### src/rtl/axi_reg_bank_pkg.sv
// Shared encodings for the register-bank AXI4-Lite arbiter and its register bank.
package axi_reg_bank_pkg;

  localparam logic [2:0] IDLE    = 3'd0;
  localparam logic [2:0] RD_ADDR = 3'd1;
  localparam logic [2:0] RD_DATA = 3'd2;
  localparam logic [2:0] WR_XFER = 3'd3;
  localparam logic [2:0] WR_RESP = 3'd4;

  localparam logic [1:0] RESP_OKAY   = 2'b00;
  localparam logic [1:0] RESP_SLVERR = 2'b10;

endpackage

### src/rtl/rr_arb2.sv
// Two-requester round-robin grant: on a tie the requester that did not win last time wins.
module rr_arb2 (
  input  logic [1:0] req,
  input  logic       last,
  output logic [1:0] grant,
  output logic       gnt_id
);

  always_comb begin
    gnt_id = (&req) ? ~last : req[1];
    grant  = '0;
    if (|req) grant = gnt_id ? 2'b10 : 2'b01;
  end

endmodule

### src/rtl/axi_reg_bank_arbiter.sv
// Two-master to one-slave AXI4-Lite arbiter; one read or write in flight, round-robin between masters.
module axi_reg_bank_arbiter
  import axi_reg_bank_pkg::*;
#(
  parameter int C_S_AXI_ADDR_WIDTH = 5,
  parameter int C_S_AXI_DATA_WIDTH = 32
) (
  input  logic                              s_axi_clk,
  input  logic                              s_axi_rstn,

  input  logic                              s0_axi_AWVALID,
  input  logic [C_S_AXI_ADDR_WIDTH-1:0]     s0_axi_AWADDR,
  input  logic                              s0_axi_WVALID,
  input  logic [C_S_AXI_DATA_WIDTH-1:0]     s0_axi_WDATA,
  input  logic [C_S_AXI_DATA_WIDTH/8-1:0]   s0_axi_WSTRB,
  input  logic                              s0_axi_BREADY,
  input  logic                              s0_axi_ARVALID,
  input  logic [C_S_AXI_ADDR_WIDTH-1:0]     s0_axi_ARADDR,
  input  logic                              s0_axi_RREADY,
  output logic                              s0_axi_AWREADY,
  output logic                              s0_axi_WREADY,
  output logic                              s0_axi_BVALID,
  output logic [1:0]                        s0_axi_BRESP,
  output logic                              s0_axi_ARREADY,
  output logic                              s0_axi_RVALID,
  output logic [C_S_AXI_DATA_WIDTH-1:0]     s0_axi_RDATA,
  output logic [1:0]                        s0_axi_RRESP,

  input  logic                              s1_axi_AWVALID,
  input  logic [C_S_AXI_ADDR_WIDTH-1:0]     s1_axi_AWADDR,
  input  logic                              s1_axi_WVALID,
  input  logic [C_S_AXI_DATA_WIDTH-1:0]     s1_axi_WDATA,
  input  logic [C_S_AXI_DATA_WIDTH/8-1:0]   s1_axi_WSTRB,
  input  logic                              s1_axi_BREADY,
  input  logic                              s1_axi_ARVALID,
  input  logic [C_S_AXI_ADDR_WIDTH-1:0]     s1_axi_ARADDR,
  input  logic                              s1_axi_RREADY,
  output logic                              s1_axi_AWREADY,
  output logic                              s1_axi_WREADY,
  output logic                              s1_axi_BVALID,
  output logic [1:0]                        s1_axi_BRESP,
  output logic                              s1_axi_ARREADY,
  output logic                              s1_axi_RVALID,
  output logic [C_S_AXI_DATA_WIDTH-1:0]     s1_axi_RDATA,
  output logic [1:0]                        s1_axi_RRESP,

  output logic                              m_axi_AWVALID,
  output logic [C_S_AXI_ADDR_WIDTH-1:0]     m_axi_AWADDR,
  output logic                              m_axi_WVALID,
  output logic [C_S_AXI_DATA_WIDTH-1:0]     m_axi_WDATA,
  output logic [C_S_AXI_DATA_WIDTH/8-1:0]   m_axi_WSTRB,
  output logic                              m_axi_BREADY,
  output logic                              m_axi_ARVALID,
  output logic [C_S_AXI_ADDR_WIDTH-1:0]     m_axi_ARADDR,
  output logic                              m_axi_RREADY,
  input  logic                              m_axi_AWREADY,
  input  logic                              m_axi_WREADY,
  input  logic                              m_axi_BVALID,
  input  logic [1:0]                        m_axi_BRESP,
  input  logic                              m_axi_ARREADY,
  input  logic                              m_axi_RVALID,
  input  logic [C_S_AXI_DATA_WIDTH-1:0]     m_axi_RDATA,
  input  logic [1:0]                        m_axi_RRESP,

  output logic                              grant_id,
  output logic                              busy
);

  localparam int STRB_W = C_S_AXI_DATA_WIDTH / 8;

  logic [1:0]                    mst_awvalid, mst_wvalid, mst_bready, mst_arvalid, mst_rready;
  logic [C_S_AXI_ADDR_WIDTH-1:0] mst_awaddr [2];
  logic [C_S_AXI_ADDR_WIDTH-1:0] mst_araddr [2];
  logic [C_S_AXI_DATA_WIDTH-1:0] mst_wdata  [2];
  logic [STRB_W-1:0]             mst_wstrb  [2];

  logic [2:0] state;
  logic       last_grant;
  logic       aw_done, w_done;

  logic [1:0] req_rd, req_wr, arb_grant;
  logic       arb_id;
  logic       st_rd_addr, st_rd_data, st_wr_xfer, st_wr_resp;
  logic       ar_hs, r_hs, aw_hs, w_hs, b_hs;
  logic [1:0] sel;
  logic [1:0] up_awready, up_wready, up_bvalid, up_arready, up_rvalid;

  assign mst_awvalid   = {s1_axi_AWVALID, s0_axi_AWVALID};
  assign mst_wvalid    = {s1_axi_WVALID,  s0_axi_WVALID};
  assign mst_bready    = {s1_axi_BREADY,  s0_axi_BREADY};
  assign mst_arvalid   = {s1_axi_ARVALID, s0_axi_ARVALID};
  assign mst_rready    = {s1_axi_RREADY,  s0_axi_RREADY};
  assign mst_awaddr[0] = s0_axi_AWADDR;
  assign mst_awaddr[1] = s1_axi_AWADDR;
  assign mst_araddr[0] = s0_axi_ARADDR;
  assign mst_araddr[1] = s1_axi_ARADDR;
  assign mst_wdata[0]  = s0_axi_WDATA;
  assign mst_wdata[1]  = s1_axi_WDATA;
  assign mst_wstrb[0]  = s0_axi_WSTRB;
  assign mst_wstrb[1]  = s1_axi_WSTRB;

  assign req_rd = mst_arvalid;
  assign req_wr = mst_awvalid & mst_wvalid;

  rr_arb2 u_rr_arb2 (
    .req    (req_rd | req_wr),
    .last   (last_grant),
    .grant  (arb_grant),
    .gnt_id (arb_id)
  );

  assign st_rd_addr = (state == RD_ADDR);
  assign st_rd_data = (state == RD_DATA);
  assign st_wr_xfer = (state == WR_XFER);
  assign st_wr_resp = (state == WR_RESP);
  assign busy       = (state != IDLE);
  assign sel        = grant_id ? 2'b10 : 2'b01;

  // Downstream side: only the granted master's channels, gated by the phase that owns them.
  assign m_axi_ARVALID = st_rd_addr & mst_arvalid[grant_id];
  assign m_axi_ARADDR  = mst_araddr[grant_id];
  assign m_axi_RREADY  = st_rd_data & mst_rready[grant_id];
  assign m_axi_AWVALID = st_wr_xfer & ~aw_done & mst_awvalid[grant_id];
  assign m_axi_AWADDR  = mst_awaddr[grant_id];
  assign m_axi_WVALID  = st_wr_xfer & ~w_done & mst_wvalid[grant_id];
  assign m_axi_WDATA   = mst_wdata[grant_id];
  assign m_axi_WSTRB   = mst_wstrb[grant_id];
  assign m_axi_BREADY  = st_wr_resp & mst_bready[grant_id];

  assign ar_hs = m_axi_ARVALID & m_axi_ARREADY;
  assign r_hs  = m_axi_RVALID  & m_axi_RREADY;
  assign aw_hs = m_axi_AWVALID & m_axi_AWREADY;
  assign w_hs  = m_axi_WVALID  & m_axi_WREADY;
  assign b_hs  = m_axi_BVALID  & m_axi_BREADY;

  assign up_arready = sel & {2{st_rd_addr & m_axi_ARREADY}};
  assign up_rvalid  = sel & {2{st_rd_data & m_axi_RVALID}};
  assign up_awready = sel & {2{st_wr_xfer & ~aw_done & m_axi_AWREADY}};
  assign up_wready  = sel & {2{st_wr_xfer & ~w_done & m_axi_WREADY}};
  assign up_bvalid  = sel & {2{st_wr_resp & m_axi_BVALID}};

  assign s0_axi_ARREADY = up_arready[0];
  assign s0_axi_RVALID  = up_rvalid[0];
  assign s0_axi_RDATA   = up_rvalid[0] ? m_axi_RDATA : '0;
  assign s0_axi_RRESP   = up_rvalid[0] ? m_axi_RRESP : RESP_OKAY;
  assign s0_axi_AWREADY = up_awready[0];
  assign s0_axi_WREADY  = up_wready[0];
  assign s0_axi_BVALID  = up_bvalid[0];
  assign s0_axi_BRESP   = up_bvalid[0] ? m_axi_BRESP : RESP_OKAY;

  assign s1_axi_ARREADY = up_arready[1];
  assign s1_axi_RVALID  = up_rvalid[1];
  assign s1_axi_RDATA   = up_rvalid[1] ? m_axi_RDATA : '0;
  assign s1_axi_RRESP   = up_rvalid[1] ? m_axi_RRESP : RESP_OKAY;
  assign s1_axi_AWREADY = up_awready[1];
  assign s1_axi_WREADY  = up_wready[1];
  assign s1_axi_BVALID  = up_bvalid[1];
  assign s1_axi_BRESP   = up_bvalid[1] ? m_axi_BRESP : RESP_OKAY;

  always_ff @(posedge s_axi_clk or negedge s_axi_rstn) begin
    if (!s_axi_rstn) begin
      state      <= IDLE;
      grant_id   <= 1'b0;
      last_grant <= 1'b1;
      aw_done    <= 1'b0;
      w_done     <= 1'b0;
    end else begin
      case (state)
        IDLE: begin
          if (|arb_grant) begin
            grant_id <= arb_id;
            state    <= req_rd[arb_id] ? RD_ADDR : WR_XFER;
          end
        end
        RD_ADDR: if (ar_hs) state <= RD_DATA;
        RD_DATA: begin
          if (r_hs) begin
            state      <= IDLE;
            last_grant <= grant_id;
          end
        end
        WR_XFER: begin
          // AW and W may complete in either order or together; leave once both have.
          if ((aw_done | aw_hs) & (w_done | w_hs)) begin
            state   <= WR_RESP;
            aw_done <= 1'b0;
            w_done  <= 1'b0;
          end else begin
            if (aw_hs) aw_done <= 1'b1;
            if (w_hs)  w_done  <= 1'b1;
          end
        end
        WR_RESP: begin
          if (b_hs) begin
            state      <= IDLE;
            last_grant <= grant_id;
          end
        end
        default: state <= IDLE;
      endcase
    end
  end

endmodule

### config.mk
export PLATFORM = sky130hd
export DESIGN_NAME = axi_reg_bank_arbiter
export DESIGN_NICKNAME = d
export VERILOG_FILES = /design/src/rtl/axi_reg_bank_pkg.sv /design/src/rtl/rr_arb2.sv /design/src/rtl/axi_reg_bank_arbiter.sv
export SDC_FILE = /design/constraint.sdc
export NUM_CORES = 1
export LEC_CHECK = 0
export BUFFER_PORTS_ARGS = -buffer_cell sky130_fd_sc_hd__buf_2
export CORE_AREA = 2 2 108 110
export CTS_CLUSTER_SIZE = 8
export DETAILED_ROUTE_END_ITERATION = 10
export DIE_AREA = 0 0 110 112
export PLACE_DENSITY = 0.61
export SYNTH_ARGS = -nofsm -noshare
export SYNTH_HDL_FRONTEND = slang
export SYNTH_SLANG_ARGS = --single-unit
### constraint.sdc
create_clock -name s_axi_clk -period 1.6 [get_ports s_axi_clk]
set_input_delay 0.16 -clock s_axi_clk [delete_from_list [all_inputs] [get_ports s_axi_clk]]
set_output_delay 0.16 -clock s_axi_clk [all_outputs]
set_load 0.005 [all_outputs]
==> Yosys cells after proc, flatten, opt, wreduce, memory -nomap -nowiden <==
Index checks and enable logic that the tools add are counted.
{ "word_totals": {"regBits": 7, "latch_bits": 0, "mem_bits_rw": 0, "romBits": 0, "input_bits": 145, "wordCells": 109, "mem_count": 0} }
{ "classes": {"n_addsub": 0, "mul": 0, "div": 0, "n_lt_le_gt_ge": 3, "eq_ne": 9, "n_shift": 0, "n_mux": 48, "n_bitwise": 31, "reduce_logical": 13} }
{ "op_table": {"columns": ["cell", "count"], "rows": [
  ["$mux 32", 5],
  ["$mux 5", 6],
  ["$mux 1", 19],
  ["$and 1x1->1", 18],
  ["$mux 2", 8],
  ["$mux 3", 5],
  ["$pmux 3 s5", 1],
  ["$and 2x2->2", 6],
  ["$mux 4", 3],
  ["$ne 2x1->1 const B", 4],
  ["$reduce_and 2->1", 4],
  ["$eq 3x2->1 const B", 2],
  ["$reduce_bool 2->1", 3],
  ["$reduce_and 5->1", 1],
  ["$lt 1x2->1 const B", 2],
  ["$reduce_or 2->1", 2],
  ["$eq 3x1->1 const B", 1],
  ["$eq 3x3->1 const B", 1],
  ["$logic_not 3->1", 1],
  ["$not 1->1", 3],
  ["$reduce_and 3->1", 1],
  ["$reduce_bool 3->1", 1],
  ["$ge 2x2->1 const B", 1],
  ["$ne 2x2->1 const B", 1],
  ["4 further kinds", 5]
]} }

==> Logic depth before layout (Yosys ltp) <==
{ "depth": {"ltp_word": 9, "depth_mapped": 5} }

==> By module <==
A second synthesis with hierarchy kept.
{ "hier_totals": {"cells_unflattened": 204, "hier_area_um2": 1647.8} }
{ "modules_own_cells": {"columns": ["mod", "n_inst", "cells_per_inst", "area_per_inst_um2"], "rows": [
  ["axi_reg_bank_arbiter", 1, 200, 1621.6],
  ["rr_arb2", 1, 4, 26.3]
]} }

==> Least setup slack after synthesis <==
OpenSTA, ideal clock, no wires.
{ "synth_timing": {"path_kind": "flip-flop to output port", "start": "register state[0]", "end": "output port s0_axi_RDATA[23]", "t_arrival_ns": 1.443, "t_required_ns": 1.440, "path_slack_ns": -0.003, "stages_incl_launch_ff": 6, "path_buffers": 2, "path_cell_list": "dfrtp_1 -> buf_6 -> or3b_4 -> nor3_4 -> buf_6 -> and2_1"} }
{ "synth_via": {"elab_chain_cells": 4} }
{ "synth_lines": {"columns": ["item", "line_no", "source"], "rows": [
  ["start, declared", "axi_reg_bank_arbiter.sv:77", "logic [2:0] state;"],
  ["start signal, assigned", "axi_reg_bank_arbiter.sv:172", "state <= req_rd[arb_id] ? RD_ADDR : WR_XFER;"],
  ["$eq 3x2->1", "axi_reg_bank_arbiter.sv:113", "assign st_rd_data = (state == RD_DATA);"],
  ["$and 1x1->1", "axi_reg_bank_arbiter.sv:137", "assign up_rvalid = sel & {2{st_rd_data & m_axi_RVALID}};"],
  ["$and 2x2->2", "axi_reg_bank_arbiter.sv:137", null],
  ["named net s0_axi_RVALID", "axi_reg_bank_arbiter.sv:25", "output logic s0_axi_RVALID,"],
  ["$mux 32", "axi_reg_bank_arbiter.sv:144", "assign s0_axi_RDATA = up_rvalid[0] ? m_axi_RDATA : '0;"],
  ["end, declared", "axi_reg_bank_arbiter.sv:26", "output logic [C_S_AXI_DATA_WIDTH-1:0] s0_axi_RDATA,"]
]} }
The timed path passes the listed nets, and every way through them passes these cells.

==> Worst setup path in the final report <==
{ "layout_timing": {"start": "register state[2]", "end": "output port s0_axi_RDATA[17]"} }
{ "layout_via": {"elab_chain_cells": 4} }
{ "layout_lines": {"columns": ["item", "line_no"], "rows": [
  ["$eq 3x2->1", "axi_reg_bank_arbiter.sv:113"],
  ["$and 1x1->1", "axi_reg_bank_arbiter.sv:137"],
  ["$and 2x2->2", "axi_reg_bank_arbiter.sv:137"],
  ["$mux 32", "axi_reg_bank_arbiter.sv:144"]
]} }
Every way passes these cells.

==> summary.txt <==
RUN STATUS
------------------------------------------------------------------------
Result of the run                                           finished with violations
Failing checks                                              setup timing

TIMING
------------------------------------------------------------------------
Max Slew Vio Count                                                     0
RSZ-0062 raised after global routing                                 yes
Max_slew headroom                                                  0.787
Final setup TNS                                               -18,410 ps
Number of setup violations in the final report                       125
Final period utilization                                            1.14
Number of failing hold endpoints at the final stage                    0
Worst Hold Margin                                                 217 ps
Clock skew                                                       2.50 ps
Worst-margin pin slew                                             319 ps
Worst path setup slack after routing                             -231 ps
Highest clock rate                                             0.546 GHz
Final critical path time including I/O delays and setup          1830 ps

CLOCKING
------------------------------------------------------------------------
Clock insertion delay at the later pin of the skew report         230 ps
Clock transition at path regs                                      40 ps
CTS tree                                                            done
Number of CTS-inserted buffers                                         3
Maximum level of the CTS H-tree                                        1
Clock Root Buffer                                           sky130_fd_sc_hd__clkbuf_16
Number of clock sinks seen by CTS                                      7
CTS Buffer Depth                                                       2

DRT
------------------------------------------------------------------------
DRC violation total after the first TritonRoute iteration             70
DRT met1 WL                                                      3350 µm
DRC violation count after routing                                      0
Met3 wire length                                                  799 µm
Post-DRT Antenna Nets                                                  0
Routed via count divided by cell count                              4.18
Max layer used                                                      met4
First-pass DRT Iterations                                              4
Total via count after detailed routing                             2,748
Total Routed Length                                              9250 µm
WL met2                                                          5010 µm
Routed len/inst                                                  14.1 µm

YOSYS
------------------------------------------------------------------------
Number of enable flip-flop cells after synthesis                       0
Top flip-flop cell by instance count after synthesis        sky130_fd_sc_hd__dfrtp_1
Most numerous cell in the Yosys netlist                     sky130_fd_sc_hd__and2_1
Main area contributors after synthesis                      sky130_fd_sc_hd__mux2_2 32%, sky130_fd_sc_hd__and2_1 28%, sky130_fd_sc_hd__dfrtp_1 9.0%, sky130_fd_sc_hd__buf_6 4.7%, sky130_fd_sc_hd__nor2_1 2.5%
Synthesized area per cell                                       8.19 µm²
Leading post-synthesis cells by instance count              74 x sky130_fd_sc_hd__and2_1, 48 x sky130_fd_sc_hd__mux2_2, 11 x sky130_fd_sc_hd__nor2_1, 8 x sky130_fd_sc_hd__a21oi_1, 7 x sky130_fd_sc_hd__buf_6
Count of distinct cell types in the synthesized netlist               29
Flip-flop and latch count after synthesis                              7
Cell accounting for the most synthesized area               sky130_fd_sc_hd__mux2_2
Sequential element share of the synthesized area                   0.106
Synth top area share                                               0.323
FFs w/ async S/R, synth                                             1.00
Syn Std Cell Area                                               1670 µm²
Instance count of the mapped netlist                                 204
Mapped Nets                                                          349
Warning count from the yosys run                                       0

FINISH
------------------------------------------------------------------------
Area growth syn-to-layout                                           157%
Final cell count without fillers                                     658
Fill cell instance count of the final layout                       1,160
Final nets                                                           660
Share of layout cells above drive strength 1                       0.767

FLOORPLANNING
------------------------------------------------------------------------
Core Footprint                                                11,200 µm²
Die area                                                      12,300 µm²
Effective utilization at floorplan                                 0.150
Row cnt                                                               39
Horizontal extent of the die                                      110 µm
Boundary pin count                                                   280
Die Span Y                                                        112 µm

JOB
------------------------------------------------------------------------
Max-cap violation count                                                0

CRITICAL PATH
------------------------------------------------------------------------
Max Fanout on Critical Path                                           35
Critical Path AT                                                 1670 ps
Crit Reg-Reg Endpoint                                           state[1]
Register-to-register setup slack                                  -20 ps
Cells on worst reg2reg path                                            7
Reg2Reg Launch Point                                            grant_id
Critical Path Start                                             state[2]
End point of the critical path                              s0_axi_RDATA[17]
Crit path kind                                              register to primary output
CP Launch Type                                                  register
Element type at the critical path end                       primary output
Required @ worst endpoint                                        1440 ps

PLACEMENT
------------------------------------------------------------------------
Pre-CTS worst setup slack                                        19.6 ps
Post-DP HPWL                                                     6740 µm
Port Buffers                                                         279
Global placer's final weighted congestion                          0.824
Placed instance count                                                634

MIN PATH
------------------------------------------------------------------------
Path category of the worst min-delay check                  input pin to register
Hold Path Depth                                                        3

GRT
------------------------------------------------------------------------
All-Layer GR Usage                                                 0.124
Initial antenna violation count                                        1
Largest net degree at the start of global routing                     36
Global-route wire length before repair                         12,100 µm
Number of global-route vias before repair                          2,509
Overflow after GRT                                                     0

POWER
------------------------------------------------------------------------
P_leak                                                           2.52 nW
IR Drop Worst-Case VDD                                        0.000718 V
Power density over the cells                                 1260 nW/µm²

==> layout make-up <==
type                    instances  area (µm²)  share of cell area
repair buffers                319        2190               0.510
multi-input cells             181        1660               0.385
well taps                     143         179              0.0416
flip-flops and latches          7         178              0.0414
clock buffers                   3        75.1              0.0175
inverters                       3        11.3             0.00262
clock inverters                 1        5.00             0.00116
diodes                          1        2.50            0.000582
==> cell usage in the layout, fill, tap and decap left out, types with 3 or more instances in the layout <==
cell and n:
sky130_fd_sc_hd__nor3_4 3, sky130_fd_sc_hd__inv_1 3, sky130_fd_sc_hd__nor2_1 8, sky130_fd_sc_hd__buf_2 232, sky130_fd_sc_hd__buf_4 15, sky130_fd_sc_hd__nor2_2 3, sky130_fd_sc_hd__and2_1 70, sky130_fd_sc_hd__a21oi_1 7
sky130_fd_sc_hd__buf_12 6, sky130_fd_sc_hd__and2_4 4, sky130_fd_sc_hd__dfrtp_1 5, sky130_fd_sc_hd__nand2_1 6, sky130_fd_sc_hd__and3_1 4, sky130_fd_sc_hd__clkbuf_16 3, sky130_fd_sc_hd__buf_6 57, sky130_fd_sc_hd__mux2_4 48
sky130_fd_sc_hd__buf_8 6
==> cells by family (layout without fill, tap and decap cells) <==
group,count (synthesis),in the layout,synth area share
flops,7,7,0.106
simple gates,110,110,0.400
mux,51,51,0.341
compound gates,20,20,0.0808
buf+inv,16,326,0.0719
other cells,0,1,0
==> worst max-delay path, cell delays in order, from the launching register on <==
cell and delay (ps):
sky130_fd_sc_hd__dfrtp_1 370, sky130_fd_sc_hd__or3b_4 440, sky130_fd_sc_hd__nor3_4 180, sky130_fd_sc_hd__buf_12 190
sky130_fd_sc_hd__and2_1 140, sky130_fd_sc_hd__buf_2 100
==> state kept, by name, summed over array words and instances, names as in the netlist <==
register / count
aw_done: 1
state: 3
grant_id: 1
last_grant: 1
w_done: 1
==> per-stage QoR <==
| step | power, mW | util | cell area [µm²] |
|---|---|---|---|
| finish | 5.41 | 0.385 | 4300 |
| global route | 5.75 | 0.385 | 4300 |
| CTS | 4.62 | 0.345 | 3850 |
| detailed placement | 3.12 | 0.298 | 3330 |
| global placement | 3.11 | 0.298 | 3330 |
| floorplan | 1.88 | - | 1670 |
==> where the power goes <==
group / internal [mW] / total, mW / switching [mW]
combinational: 2.90 / 4.59 / 1.69
clock: 0.328 / 0.431 / 0.103
sequential: 0.275 / 0.385 / 0.110
total: 3.51 / 5.41 / 1.90
==> worst min path at each step <==
| stage | from | to | slack (ps) |
|---|---|---|---|
| detailed placement | s_axi_rstn | aw_done | 7 |
| finish | s0_axi_RREADY | last_grant | 220 |
| floorplan | s_axi_rstn | aw_done | -140 |
| CTS | s0_axi_RREADY | last_grant | 180 |
| global route | s0_axi_RREADY | last_grant | 230 |
| global placement | s_axi_rstn | aw_done | 6 |
==> routing by layer <==
metal  track usage  vias to the layer above
met5             0                        -
li1              -                     1324
met2         0.244                      175
met1         0.140                     1243
met3        0.0135                        6
met4        0.0236                        0
==> repair_timing <==
| item | CTS | global route |
|---|---|---|
| buffers inserted | 8 | 10 |
| resized for setup | 69 | 83 |
| setup endpoints to repair | 128 | 135 |
| gates cloned | 3 | 0 |
| pin swaps | 3 | 11 |
| hold buffers | 1 | 0 |
| endpoints found under the hold margin | 7 | 0 |
Power figures use the tool's default switching activity.
